## src/rtl/inst_mem_loader_pkg.sv

```systemverilog
// Shared definitions for the instruction-memory loader: memory geometry,
// loader FSM states and stream framing constants.
package inst_mem_loader_pkg;

  localparam int DATA_WIDTH          = 32;
  localparam int INST_MEM_DEPTH      = 16;
  localparam int INST_MEM_ADDR_WIDTH = $clog2(INST_MEM_DEPTH);

  localparam int LOADER_BYTES_PER_WORD = DATA_WIDTH / 8;
  localparam int LOADER_HDR_BYTES      = 4;

  typedef enum logic [2:0] {
    IDLE,
    HEADER,
    LOAD,
    FINISH,
    DONE,
    ERROR
  } loader_state_t;

endpackage

```

## src/rtl/inst_mem_loader_byte_packer.sv

```systemverilog
// Little-endian 8->WIDTH assembler. word/word_valid show the completed word in the
// same cycle its last byte is strobed, so the consumer can register it on that edge.
module byte_packer
  import inst_mem_loader_pkg::*;
#(
  parameter int WIDTH = DATA_WIDTH
) (
  input  logic             clk,
  input  logic             rst,
  input  logic             clr,
  input  logic             in_strobe,
  input  logic [7:0]       in_byte,
  output logic [WIDTH-1:0] word,
  output logic             word_valid
);

  localparam int BYTES = WIDTH / 8;
  localparam int LW    = (BYTES > 1) ? $clog2(BYTES) : 1;

  logic [WIDTH-9:0] shreg;
  logic [LW-1:0]    lane;

  // Newest byte lands on top, so after BYTES strobes byte 0 sits in bits [7:0].
  assign word       = {in_byte, shreg};
  assign word_valid = in_strobe && (lane == LW'(BYTES - 1));

  always_ff @(posedge clk) begin
    if (rst || clr) begin
      shreg <= '0;
      lane  <= '0;
    end else if (in_strobe) begin
      shreg <= word[WIDTH-1:8];
      lane  <= word_valid ? '0 : lane + LW'(1);
    end
  end

endmodule

```

## src/rtl/inst_mem_loader.sv

```systemverilog
// Byte-stream program loader: decodes a word-count header, packs the payload into
// instruction words and writes them to inst_mem while holding the core.
module inst_mem_loader
  import inst_mem_loader_pkg::*;
#(
  parameter bit BOOT_HOLD = 1'b0
) (
  input  logic                           clk,
  input  logic                           rst,
  input  logic                           start,
  input  logic                           in_valid,
  input  logic [7:0]                     in_data,
  output logic                           in_ready,
  output logic                           wr_en,
  output logic [INST_MEM_ADDR_WIDTH-1:0] wr_addr,
  output logic [DATA_WIDTH-1:0]          wr_data,
  output logic                           cpu_hold,
  output logic                           load_done,
  output logic                           load_error
);

  loader_state_t                  state;
  logic [31:0]                    cnt;
  logic [INST_MEM_ADDR_WIDTH-1:0] word_idx;
  logic                           xfer;
  logic [DATA_WIDTH-1:0]          pk_word;
  logic                           pk_valid;
  logic [31:0]                    hdr_n;

  assign xfer  = in_valid & in_ready;
  assign hdr_n = 32'(pk_word);

  // One packer serves both the header and the payload; start drops any partial word.
  byte_packer #(.WIDTH(DATA_WIDTH)) u_packer (
    .clk        (clk),
    .rst        (rst),
    .clr        (start),
    .in_strobe  (xfer),
    .in_byte    (in_data),
    .word       (pk_word),
    .word_valid (pk_valid)
  );

  always_ff @(posedge clk) begin
    if (rst) begin
      state      <= IDLE;
      in_ready   <= 1'b0;
      wr_en      <= 1'b0;
      wr_addr    <= '0;
      wr_data    <= '0;
      cpu_hold   <= BOOT_HOLD;
      load_done  <= 1'b0;
      load_error <= 1'b0;
      cnt        <= '0;
      word_idx   <= '0;
    end else if (start) begin
      state      <= HEADER;
      in_ready   <= 1'b1;
      cpu_hold   <= 1'b1;
      wr_en      <= 1'b0;
      load_done  <= 1'b0;
      load_error <= 1'b0;
      cnt        <= '0;
      word_idx   <= '0;
    end else begin
      wr_en <= 1'b0;
      unique case (state)
        HEADER: begin
          if (pk_valid) begin
            cnt <= hdr_n;
            if (hdr_n == 32'd0) begin
              state     <= DONE;
              in_ready  <= 1'b0;
              cpu_hold  <= 1'b0;
              load_done <= 1'b1;
            end else if (hdr_n > 32'(INST_MEM_DEPTH)) begin
              state      <= ERROR;
              in_ready   <= 1'b0;
              load_error <= 1'b1;
            end else begin
              state <= LOAD;
            end
          end
        end
        LOAD: begin
          if (pk_valid) begin
            wr_en    <= 1'b1;
            wr_addr  <= word_idx;
            wr_data  <= pk_word;
            word_idx <= word_idx + INST_MEM_ADDR_WIDTH'(1);
            // Stop taking bytes once the last word is in; FINISH covers its write cycle.
            if (32'(word_idx) == cnt - 32'd1) begin
              state    <= FINISH;
              in_ready <= 1'b0;
            end
          end
        end
        FINISH: begin
          state     <= DONE;
          cpu_hold  <= 1'b0;
          load_done <= 1'b1;
        end
        default: ;
      endcase
    end
  end

endmodule

```

## config.mk

```make
export PLATFORM = sky130hd
export DESIGN_NAME = inst_mem_loader
export DESIGN_NICKNAME = d
export VERILOG_FILES = /design/src/rtl/inst_mem_loader_pkg.sv /design/src/rtl/inst_mem_loader_byte_packer.sv /design/src/rtl/inst_mem_loader.sv
export SDC_FILE = /design/constraint.sdc
export NUM_CORES = 1
export LEC_CHECK = 0
export CAP_MARGIN = 40
export CORE_MARGIN = 2
export CORE_UTILIZATION = 50
export DETAILED_ROUTE_END_ITERATION = 8
export PLACE_DENSITY_LB_ADDON = 0.2
export SYNTH_ARGS = -nofsm -noshare
export SYNTH_HDL_FRONTEND = slang
export SYNTH_HIERARCHICAL = 1
export SYNTH_SLANG_ARGS = --single-unit
```

## constraint.sdc

```tcl
create_clock -name clk -period 4.7 [get_ports clk]
set_input_delay 0.47 -clock clk [delete_from_list [all_inputs] [get_ports clk]]
set_output_delay 0.47 -clock clk [all_outputs]
set_load 0.005 [all_outputs]
```

==> flow_results.org <==
** Setup path
- Among all stages on the critical path, the largest delay is contributed by sky130_fd_sc_hd__nor4b_1.
- Walking the worst path, the cells encountered are inv_1 -> ha_1 -> nor4b_1 -> nand3_1 -> xnor2_1 -> or4_2 -> a221oi_2 -> nand4_1 -> a311oi_1.
- CP Data Arrival Time :: around 3.7 ns
- Type of the setup path with the least slack :: reg -> reg
- For this run, the slowest stage of the critical path takes around 0.73 ns.
- Data on the critical path is required at its endpoint by around 5.0 ns.
- Critical Path End Type :: flop
- Of all nets on the critical path, the largest fanout is 10.
- Sort of element at the start of the critical path :: flop

** Yosys
- Multiplexer cells account for 5.57% of the synthesized area.
- Counting every net in the synthesized netlist gives 588.
- Of the total synthesized cell area, the portion taken by AND, OR, NAND and NOR gates is 26.5%.
- After synthesis, the netlist uses 59 different library cells.
- Adder-cell share of the synthesized area :: less than 1%
- Synthesized cell area :: 4670 µm²
- Summing the areas of all compound-gate instances in the mapped netlist gives between 10 and 15% of the synthesized area.
- In this run, synthesis inferred 0 flip-flops with an integrated enable.
- Largest family of logic cells by synthesized area :: simple AND/OR/NAND/NOR gates
- Synthesized instance count :: between 500 and 600
- For this run, the leading register cell type out of synthesis is sky130_fd_sc_hd__dfxtp_1.
- Per-instance average area after synthesis :: 8.15 µm²
- Sequential cells were found to cover 45.4% of the synthesized design area.
- Synthesis-stage register bit count :: 106
- YS warnings :: 6
- For this run, asynchronously set or reset flops after synthesis account for 0%.
- Area share of xor/xnor cells in the synthesized design :: ~2.3%

** Cells and area
- The repair_antennas step left the layout with diodes totalling 0.
- From synthesis to final layout, the design area changed by 14.8%.
- Most frequent standard cell in the layout excluding fill and tap cells :: sky130_fd_sc_hd__nand2_1
- The library cells used most frequently in the layout, excluding fill and tap cells, are sky130_fd_sc_hd__nand2_1, sky130_fd_sc_hd__dfxtp_1, sky130_fd_sc_hd__a21oi_1.
- Core Util, Final :: 58.6%
- # nets final :: a little over 600
- Fill cell instance count of the final layout :: between 800 and 900
- Share of post-route cells with drive strength above 1 :: 6.61%

** Global route
- Remaining global-route overflow :: 0
- Largest net degree at the start of global routing :: 44
- The first global-routing pass estimated slightly below 20,000 µm of wire.
- The number of global-route vias before repair was ~3,800.
- The number of antenna violations at the first check in global routing was 0.
- Global routing used approximately a quarter of the available tracks across all layers.

** Drt
- DRT Pass-1 Iters :: 5
- After detailed routing, no signal wire sits above met4.
- Number of design rule violations left after detail routing :: 0
- Summed over all layers, the routed wires come to between 10,000 and 15,000 µm.
- The detailed router finished its first iteration with just under 300 violations.
- DR vias :: slightly above 4,000
- Wire length on met2 :: about 5500 µm
- Routed length on met1 :: around 5700 µm
- Met3 wirelength from detailed routing :: about 590 µm
- The detail route stage leaves a number of antenna-violating nets equal to 0.
- After detailed routing, the average wire length per cell comes to approximately 17 µm.
- After detailed routing, the number of vias per cell comes to 5.63.

** CTS
- The H-tree generated during clock tree synthesis spans 3 levels.
- The clock passes through at most 2 buffers.
- TritonCTS clock tree :: built
- Clock tree synthesis selected as its root buffer the cell sky130_fd_sc_hd__clkbuf_8.
- Total setup buffers inserted after CTS :: 0
- Number of buffers added by the clock tree synthesis step :: 9
- Clock tree sinks :: approximately 110
- In this run, post-CTS hold repair placed 0 buffers.
- Worst-Skew Late Latency :: 0.37 ns
- CTS resizes :: 0
- After clock tree synthesis, the clock-pin slew on the worst setup and hold paths is ~0.11 ns.

** Place
- At the end of routability-driven placement, the weighted congestion stood at a little under 0.9.
- In this run the tool buffered the top-level ports with 52 buffer cells.
- Detailed Place HPWL :: about 8900 µm

** Floorplanning
- After floorplanning, the core was sized to cover just over 9000 µm².
- FP Rows :: 35
- Initial core utilization :: 51.0%
- Boundary pin count :: 53
- Measured along the x axis, the die boundary spans between 100 and 150 µm.
- In this run the vertical extent of the chip is roughly 100 µm.
- Total die area :: ~10,000 µm²

** STA
- Number of max-slew violations in the final report :: 0
- Timing would allow up to just under 300 MHz.
- Dividing the final minimum period by the clock period gives 71.7%.
- Worst-margin pin slew :: 0.927 ns
- Setup violation total in the final timing report :: 0
- The number of endpoints with negative hold slack in the final report came to 0.
- Clock Skews :: 0.0216 ns
- Subtracting the final worst setup slack from the clock period gives around 3.4 ns.
- Setup total negative slack on the finished layout was measured at 0 ns.
- In this run the tightest slew margin relative to its limit is between 30% and 40%.
- Setup repair after global routing missed its margin :: false

** Flow run
- Reported max-cap violation count :: 0

** Min path
- Type of the worst min-delay path :: reg -> reg

** Power
- Peak ir drop on the vdd network :: ~0.19 mV
- In this run the power density over the cells is about 280 nW/µm².
- For this design the static power due to leakage is around 1.8 nW.

** Run status
- Result of the run :: complete, no violations
critical path, delay by kind of cell, from the launching register on:
family	cells	cell delay, ns
and+or+nand+nor	4	1.87
AOI/OAI and AO/OA	2	0.46
DFF	1	0.38
adders and majority gates	1	0.31
xor gates and xnor gates	1	0.21
buffers and inverters	1	0.08
per-stage QoR:
step / cell area [µm²] / worst slack (ns) / hold WS [ns] / std cells / power (mW)
after global placement: 5140 / 1.47 / 0.435 / 697 / 0.985
after CTS: 5360 / 1.42 / 0.462 / 716 / 1.51
after global routing: 5360 / 1.07 / 0.478 / 716 / 1.55
final: 5360 / 1.33 / 0.459 / 716 / 1.50
after floorplan: 4670 / 1.67 / 0.442 / 573 / 0.972
after detailed placement: 5170 / 1.39 / 0.441 / 700 / 0.985
cell usage after synthesis, types with 4 or more instances:
| cell | number | area, µm² |
|---|---|---|
| sky130_fd_sc_hd__a21oi_1 | 79 | 395 |
| sky130_fd_sc_hd__buf_4 | 10 | 75.1 |
| sky130_fd_sc_hd__clkbuf_1 | 27 | 101 |
| sky130_fd_sc_hd__dfxtp_1 | 106 | 2120 |
| sky130_fd_sc_hd__inv_1 | 8 | 30.0 |
| sky130_fd_sc_hd__mux2i_1 | 26 | 260 |
| sky130_fd_sc_hd__nand2_1 | 141 | 529 |
| sky130_fd_sc_hd__nand2b_1 | 5 | 31.3 |
| sky130_fd_sc_hd__nand3_1 | 4 | 20.0 |
| sky130_fd_sc_hd__nand4_1 | 13 | 81.3 |
| sky130_fd_sc_hd__nor2_1 | 46 | 173 |
| sky130_fd_sc_hd__nor2b_1 | 4 | 25.0 |
| sky130_fd_sc_hd__nor3_1 | 8 | 40.0 |
| sky130_fd_sc_hd__nor4_1 | 14 | 87.6 |
| sky130_fd_sc_hd__o21ai_0 | 5 | 25.0 |
| sky130_fd_sc_hd__or2_2 | 5 | 31.3 |
| sky130_fd_sc_hd__or3_1 | 4 | 25.0 |
| sky130_fd_sc_hd__xnor2_1 | 8 | 70.1 |
| sky130_fd_sc_hd__xor2_1 | 4 | 35.0 |
power breakdown:
part | switching, mW | internal, mW
Clock | 0.315 | 0.217
Combinational | 0.0335 | 0.0241
Sequential | 0.00615 | 0.901
kinds of logic (layout without fill, tap and decap cells):
| kind of cell | after synthesis | count (layout) |
|---|---|---|
| AOI/OAI and AO/OA | 108 | 108 |
| xor gates and xnor gates | 12 | 12 |
| adders and majority gates | 3 | 3 |
| buffers and inverters | 51 | 83 |
| DFF | 106 | 106 |
| muxes | 26 | 26 |
| and+or+nand+nor | 267 | 267 |
flip-flops by register name, indices dropped and copies added, names as in the netlist:
register,flops
cpu_hold,1
load_error,1
u_packer/shreg,24
wr_data,32
load_done,1
state,3
cnt,32
word_idx,4
wr_addr,4
u_packer/lane,2
wr_en,1
in_ready,1
area by class of cell:
cell class	count	area [µm²]	share of cell area, %
clock buffers	11	141	2.64
clock inverters	5	47.5	0.887
inverters	8	30.0	0.560
multi-input cells	416	2290	42.8
flip-flops and latches	106	2120	39.6
well taps	111	139	2.59
repair buffers	59	586	10.9
final timing paths:
kind / start / to / slack (ns) / cells after the start
worst max-delay path: cnt[0] / state[2] / 1.33 / 9
worst min-delay path: wr_data[0] / wr_data[0] / 0.46 / 2
worst max register to register: cnt[0] / state[2] / 1.33 / 9
worst min register to register: wr_data[0] / wr_data[0] / 0.46 / 2
routing by layer:
metal | global-route usage [%] | vias to the layer above
met1 | 35.2 | 1879
met4 | 7.80 | 0
met3 | 3.05 | 15
met5 | 0 | -
met2 | 38.7 | 112
li1 | - | 2024
Power figures use the tool's default switching activity.
